### src/rtl/fetch_unit.sv
// fetch_unit -- instruction fetch stage of the single-issue RV32 core.
//
// Generates the PC and issues word requests to instruction memory. In-order
// responses are buffered in a small FIFO, and one instruction plus its PC is
// handed to the decoder per cycle over a valid/ready handshake. A redirect
// flushes buffered and in-flight fetches and restarts at the new PC.
//
// Parameters
//   RESET_PC    first fetch address after reset
//   FIFO_DEPTH  buffer entries and outstanding-request cap (power of two, >= 2)
//
// Ports
//   clk, rst_n                      clock, async active-low reset
//   imem_req/addr/gnt               request channel to instruction memory
//   imem_rvalid/rdata               in-order response channel
//   inst_valid/ready/instruction/inst_pc   decoder handshake (zeros when idle)
//   redirect_valid/pc               flush and restart from execute
//   fetch_fault                     sticky misaligned-redirect flag
//
// Optional feature: define FETCH_MISALIGN_EN to trap misaligned redirects
// (fetch_fault set, fetch halted). Without it, redirect_pc[1:0] is ignored.

module fetch_unit #(
    parameter logic [31:0] RESET_PC   = 32'h0000_0000,
    parameter int unsigned FIFO_DEPTH = 4
) (
    input  logic        clk,
    input  logic        rst_n,
    output logic        imem_req,
    output logic [31:0] imem_addr,
    input  logic        imem_gnt,
    input  logic        imem_rvalid,
    input  logic [31:0] imem_rdata,
    output logic        inst_valid,
    input  logic        inst_ready,
    output logic [31:0] instruction,
    output logic [31:0] inst_pc,
    input  logic        redirect_valid,
    input  logic [31:0] redirect_pc,
    output logic        fetch_fault
);

    localparam int unsigned PTR_W = (FIFO_DEPTH > 1) ? $clog2(FIFO_DEPTH) : 1;
    localparam int unsigned CNT_W = PTR_W + 1;
    localparam int unsigned SUM_W = CNT_W + 1;

    logic [31:0]      fetch_pc;
    logic [31:0]      buf_pc   [FIFO_DEPTH];
    logic [31:0]      buf_data [FIFO_DEPTH];
    logic [PTR_W-1:0] head;
    logic [PTR_W-1:0] tail;
    logic [PTR_W-1:0] fill_ptr;
    logic [CNT_W-1:0] alloc_cnt;
    logic [CNT_W-1:0] filled_cnt;
    logic [CNT_W-1:0] kill_cnt;
    logic             fault;

    logic             pop;
    logic             grant;
    logic             rsp_kill;
    logic             rsp_keep;
    logic [CNT_W-1:0] unfilled;
    logic [CNT_W-1:0] redirect_kill;
    logic [SUM_W-1:0] credit_used;
    logic [31:0]      redirect_pc_aligned;

    // Responses fill in order, so filled entries always form a prefix from head.
    assign inst_valid  = (filled_cnt != '0);
    assign pop         = inst_valid & inst_ready;
    assign unfilled    = alloc_cnt - filled_cnt;

    // Pop returns its credit in the same cycle to sustain one fetch per cycle.
    assign credit_used = SUM_W'(alloc_cnt) + SUM_W'(kill_cnt) - SUM_W'(pop);
    assign imem_req    = rst_n & ~redirect_valid & ~fault
                       & (credit_used < SUM_W'(FIFO_DEPTH));
    assign imem_addr   = fetch_pc;
    assign grant       = imem_req & imem_gnt;

    // Responses for flushed requests are swallowed before any are written.
    assign rsp_kill    = imem_rvalid & (kill_cnt != '0);
    assign rsp_keep    = imem_rvalid & (kill_cnt == '0) & (unfilled != '0);

    // A response landing on the redirect cycle is retired as a kill.
    assign redirect_kill = kill_cnt + unfilled - CNT_W'(rsp_kill | rsp_keep);
    assign redirect_pc_aligned = {redirect_pc[31:2], 2'b00};

    assign instruction = inst_valid ? buf_data[head] : 32'd0;
    assign inst_pc     = inst_valid ? buf_pc[head]   : 32'd0;
    assign fetch_fault = fault;

    // PC, pointers and occupancy counters.
    always_ff @(posedge clk or negedge rst_n) begin
        if (!rst_n) begin
            fetch_pc   <= {RESET_PC[31:2], 2'b00};
            head       <= '0;
            tail       <= '0;
            fill_ptr   <= '0;
            alloc_cnt  <= '0;
            filled_cnt <= '0;
            kill_cnt   <= '0;
        end else if (redirect_valid) begin
            fetch_pc   <= redirect_pc_aligned;
            head       <= '0;
            tail       <= '0;
            fill_ptr   <= '0;
            alloc_cnt  <= '0;
            filled_cnt <= '0;
            kill_cnt   <= redirect_kill;
        end else begin
            if (grant) begin
                fetch_pc <= fetch_pc + 32'd4;
                tail     <= tail + PTR_W'(1);
            end
            if (pop) begin
                head <= head + PTR_W'(1);
            end
            if (rsp_keep) begin
                fill_ptr <= fill_ptr + PTR_W'(1);
            end
            alloc_cnt  <= alloc_cnt + CNT_W'(grant) - CNT_W'(pop);
            filled_cnt <= filled_cnt + CNT_W'(rsp_keep) - CNT_W'(pop);
            kill_cnt   <= kill_cnt - CNT_W'(rsp_kill);
        end
    end

    // Buffer storage; validity is tracked by the counters, so no reset needed.
    always_ff @(posedge clk) begin
        if (grant) begin
            buf_pc[tail] <= fetch_pc;
        end
        if (rsp_keep && !redirect_valid) begin
            buf_data[fill_ptr] <= imem_rdata;
        end
    end

`ifdef FETCH_MISALIGN_EN
    // Sticky trap on a misaligned redirect target; halts all further fetch.
    always_ff @(posedge clk or negedge rst_n) begin
        if (!rst_n) begin
            fault <= 1'b0;
        end else if (redirect_valid && (redirect_pc[1:0] != 2'b00)) begin
            fault <= 1'b1;
        end
    end
`else
    logic unused_pc_lsb;
    assign unused_pc_lsb = ^redirect_pc[1:0];
    assign fault         = 1'b0;
`endif

endmodule

### config.mk
export PLATFORM = sky130hd
export DESIGN_NAME = fetch_unit
export DESIGN_NICKNAME = d
export VERILOG_FILES = /design/src/rtl/fetch_unit.sv
export SDC_FILE = /design/constraint.sdc
export NUM_CORES = 1
export LEC_CHECK = 0
export CAP_MARGIN = 10
export CORE_MARGIN = 2
export CORE_UTILIZATION = 49
export CTS_CLUSTER_SIZE = 8
export DETAILED_ROUTE_END_ITERATION = 8
export PLACE_DENSITY = 0.8
export SYNTH_ARGS = -nofsm -noshare
export SYNTH_HDL_FRONTEND = slang
export SYNTH_SLANG_ARGS = --single-unit
### constraint.sdc
create_clock -name clk -period 6 [get_ports clk]
set_clock_uncertainty 0.15 [all_clocks]
set_input_delay 1.8 -clock clk [delete_from_list [all_inputs] [get_ports clk]]
set_output_delay 1.8 -clock clk [all_outputs]
set_load 0.03 [all_outputs]
======== After elaboration in Yosys (flattened, before gate mapping) ========
Memory sizes are Yosys's and may differ from the RTL's.
Index checks and enable logic that the tools add are counted.
storage, ports and cells
  flip-flop bits (word level) ............. 47
  memory bits (writable) .................. 256
  input bits .............................. 70
  output and inout port bits .............. 99
  logic and storage cells ................. 59
  memories kept ........................... 2
cells by class
  $add $sub $neg .......................... 14
  order comparisons ....................... 1
  muxes and demuxes ....................... 17
  bitwise operators ....................... 9
  reductions and logical operators ........ 9
memory list
  memory    depth  bits a word  rd ports  clocked after memory_dff  wr ports  line  text
  buf_data  4      32           1         0                         1         49    logic [31:0] buf_data [FIFO_DEPTH];
  buf_pc    4      32           1         0                         1         48    logic [31:0] buf_pc [FIFO_DEPTH];
operator list
  kind                                                                   count
  32-bit two-way mux                                                     4
  32-bit by 3-bit adder with 32-bit output (second input constant)       1
  2-bit two-way mux                                                      6
  3-bit by 1-bit subtractor with 3-bit output                            4
  3-bit two-way mux                                                      3
  3-bit nonzero test                                                     3
  1-bit bitwise AND                                                      7
  2-bit by 1-bit adder with 2-bit output (second input constant)         3
  3-bit by 1-bit adder with 3-bit output                                 2
  2-bit nonzero test                                                     3
  3-bit by 3-bit adder with 4-bit output                                 1
  4-bit by 3-bit < comparator with 1-bit output (second input constant)  1
  1-bit two-way mux                                                      4
  4-bit by 1-bit subtractor with 4-bit output                            1
  3-bit adder                                                            1
  3-bit logical NOT                                                      1
  3-bit subtractor                                                       1
  1-bit logical AND                                                      1
  1-bit logical NOT                                                      1
  1-bit inverter                                                         1
  1-bit OR                                                               1

======== Depth between registers and ports, before layout ========
  depth after elaboration ................. 9
  mapped depth ............................ 18
  gate-level depth less buffers ........... 16

======== Worst setup path before layout ========
No wires, ideal clock.
  kind .................................... input to register
  from .................................... in inst_ready
  to ...................................... mem buf_pc[0][10], enable pin
  library setup time ...................... 0.421 ns
  arrival time ............................ 4.758 ns
  required time ........................... 5.429 ns
  path slack .............................. 0.671 ns
  stages .................................. 11
  buffers on the path ..................... 3
  path through ............................ o31ai_2 -> inv_1 -> nand2_1 -> ha_1 -> and3_1 -> a221o_1 -> mux2i_1 -> buf_4 -> buf_6 -> buf_6 -> nor2b_1
on the way
  word-level cells in the longest chain between the ends .. 7
ends and longest elaborated chain
  item                                           line  text
  start: declaration                             35    input logic inst_ready,
  1-bit bitwise AND                              69    assign pop = inst_valid & inst_ready;
  4-bit by 1-bit subtractor with 4-bit output    73    assign credit_used = SUM_W'(alloc_cnt) + SUM_W'(kill_cnt) - SUM_W'(pop);
  4-bit by 3-bit < comparator with 1-bit output  75    & (credit_used < SUM_W'(FIFO_DEPTH));
  1-bit bitwise AND                              75
  1-bit bitwise AND                              77    assign grant = imem_req & imem_gnt;
  1-bit two-way mux                              128   if (grant) begin
  1-bit two-way mux (implied by the code)        129   buf_pc[tail] <= fetch_pc;
  end: declaration                               48
No other way between the ends.

======== Worst setup path after layout ========
  from .................................... in inst_ready
  to ...................................... out imem_req
on the way
  word-level cells in the longest chain between the ends .. 4
ends and longest elaborated chain
  item                                           line  text
  1-bit bitwise AND                              69
  4-bit by 1-bit subtractor with 4-bit output    73
  4-bit by 3-bit < comparator with 1-bit output  75
  1-bit bitwise AND                              75
  end: declaration                               29    output logic imem_req,
No other way between the ends.

==> results.sh <==
export IMPL_clk_path_buf_depth=3
export IMPL_worstPathArrival_ns=3.96
export IMPL_hold_viol=0
export IMPL_cts_setup_buffers=0
export IMPL_coreArea_um2=25000
export IMPL_hpwl_mm=16.0
export IMPL_tns_ns=0
export IMPL_period_needed_ns=5.91
export IMPL_die_height_um=163
export IMPL_routed_wl_mm=26.1
export IMPL_slew_headroom_pct=35.5
export IMPL_diodes=0
export IMPL_p_per_area_nw_per_um2=448
export IMPL_synthTopCellsByArea="edfxtp_1 60%, mux4_2 11%, dfrtp_1 9.1%"
export IMPL_preCtsSetupSlack_ns=0.102
export IMPL_r2r_setup_slack_ns=2.13
export IMPL_ant_nets=0
export IMPL_port_buffers=161
export IMPL_vias=7164
export IMPL_crit_start="inst_ready"
export IMPL_htree_levels=2
export IMPL_hold_buffers=0
export IMPL_crit_path_end_kind="output pin"
export IMPL_antenna_found_initial=0
export IMPL_grt_pass1_vias=7444
export IMPL_rows=58
export IMPL_cts_repair_resized=0
export IMPL_utilization_pct=62.7
export IMPL_yosysUniqueCellTypes=41
export IMPL_ir_worst_vdd_uv=305
export IMPL_required_ns=4.05
export IMPL_grt_pass1_wl_mm=40.9
export IMPL_power_total_w=0.00703
export IMPL_ys_seq_elements=293
export IMPL_p_leak_nw=5.30
export IMPL_setup_worst_path_end="imem_req"
export IMPL_hp_class="reg2reg"
export IMPL_syn_avg_cell_area_um2=16.7
export IMPL_grt_total_usage_pct=20.2
export IMPL_syn_inst=742
export IMPL_r2r_end="kill_cnt[2]"
export IMPL_drtIter0Drc=587
export IMPL_place_gp_congestion=0.807
export IMPL_crit_type="in2out"
export IMPL_post_route_period_util_pct=98.5
export IMPL_synth_largest_area_cell="edfxtp_1"
export IMPL_rsz0062_at_grt="no"
export IMPL_clk_insertion_delay_late_ns=0.52
export IMPL_synth_area_um2=12400
export IMPL_finalSetupViolCount=0
export IMPL_path_clk_slew_ns=0.05
export IMPL_dieArea_um2=26700
export IMPL_ys_seq_area_share_pct=69.0
export IMPL_overflow=0
export IMPL_tightest_slew_ns=0.952
export IMPL_areaGrowthSynthToFinish_pct=26.3
export IMPL_finalWorstSetupSlack_ns=0.0906
export IMPL_cap_violations=0
export IMPL_dieWidth_um=163
export IMPL_cts_buffers=42
export IMPL_drive_gt1_share_pct=14.6
export IMPL_worstSetupStartpointType="input port"
export IMPL_ios=169
export IMPL_firstDrtPassIters=7
export IMPL_r2r_start="alloc_cnt[0]"
export IMPL_cts_tree="yes"
export IMPL_slew_violations=0
export IMPL_nets=1023
export IMPL_grt_start_max_net_pins=65
export IMPL_fillCellCount=1792
export IMPL_synth_warnings=0
export IMPL_root_buffer="clkbuf_16"
export IMPL_cp_max_fo=3
export IMPL_worstRegToRegCells=16
export IMPL_wl_per_cell_um=20.3
export IMPL_timing_hold_ws_ns=0.374
export IMPL_drc_errors=0
export IMPL_post_synth_top_area_fraction_pct=59.9
export IMPL_min_delay_start="kill_cnt[2]"
export IMPL_initial_core_util_pct=49.6
export IMPL_status="complete, no violations"
export IMPL_via_per_inst=5.59
export IMPL_fmax_mhz=169
export IMPL_clock_sinks=293
[critical path: stages]
cell,delay [ns]
clkdlybuf4s50_1,0.49
o31ai_2,0.09
inv_1,0.09
nand2_1,0.06
ha_1,0.29
and4b_1,0.20
a221o_1,0.39
nor2b_1,0.17
o211a_1,0.23
buf_12,0.14
[placed cells by master, fill, tap and decap left out, types with 14 or more instances in the layout]
cell type        netlist  layout
a31oi_1               22      22
and2_1                68      68
buf_4                  6      16
clkbuf_1              25      23
clkbuf_16              0      43
clkdlybuf4s50_1        0     159
dfrtp_1               45      43
edfxtp_1             248     248
ha_1                  22      22
inv_1                 26      26
mux4_2                62      62
nand2_1               14      14
nor2_1                35      35
or3_1                 15      14
[cell type report]
type / instances / area (µm²) / area share (%)
clock buffers: 66 / 1160 / 7.41
well taps: 330 / 413 / 2.63
flip-flops and latches: 293 / 8580 / 54.7
multi-input cells: 382 / 3570 / 22.8
clock inverters: 3 / 32.5 / 0.207
inverters: 26 / 97.6 / 0.622
repair buffers: 182 / 1840 / 11.7
[flip-flops by register name, summed over array words and instances, names as in the netlist]
| name | flops |
|---|---|
| buf_data | 128 |
| fill_ptr | 2 |
| head | 2 |
| kill_cnt | 3 |
| buf_pc | 120 |
| filled_cnt | 3 |
| alloc_cnt | 3 |
| imem_addr | 30 |
| tail | 2 |
[cell usage after synthesis (all sizes together)]
master  instances
a21oi           1
a221o           1
a31oi          22
and2           68
and3            7
and4            4
and4b           1
buf            20
clkbuf         25
conb            1
dfrtp          45
edfxtp        248
fa              4
ha             22
inv            26
mux2i           6
mux4           62
nand2          14
nand2b          7
nand3          11
nand3b          1
nand4          12
nor2           35
nor2b           9
nor3            9
nor4            2
o211a           1
o21a            5
o21ai          16
o311ai          1
o31a            7
o31ai           9
or3            15
or4             9
xnor2          10
xor2            6
[through the flow]
step           area, µm²  instances
6_report           15700       1282
5_1_grt            15700       1282
4_1_cts            15700       1282
3_5_place_dp       14500       1213
3_3_place_gp       14500       1213
2_1_floorplan      12400        746
[logic make-up after synthesis]
kind of cell,Yosys count,share of synthesized area (%)
AOI/OAI and AO/OA,63,3.40
xor gates and xnor gates,16,1.13
adders and majority gates,26,2.86
buffers and inverters,71,2.59
DFF,293,69.0
muxes,68,11.7
other,1,0.0302
and+or+nand+nor,204,9.29
[power breakdown]
part / switching [W] / internal, W
Clock: 0.000798 / 0.00132
Sequential: 0.000161 / 0.00234
Combinational: 0.00131 / 0.00111
Total: 0.00227 / 0.00477
[worst min-delay path by stage]
stage / end / slack [ns] / cells after the start
floorplan: kill_cnt[2] / 0.32 / 1
global placement: kill_cnt[2] / 0.36 / 1
detailed placement: kill_cnt[2] / 0.37 / 1
CTS: kill_cnt[2] / 0.38 / 1
global route: kill_cnt[2] / 0.40 / 1
finish: kill_cnt[2] / 0.37 / 1
[layer usage]
layer	vias to the layer above	global-route usage (%)	routed length (µm)
li1	3232	-	-
met1	3564	27.7	10700
met2	320	32.2	12600
met3	48	4.65	2230
met4	0	6.60	604
met5	-	0	0
Note: power is estimated with default switching activity, not from simulation.
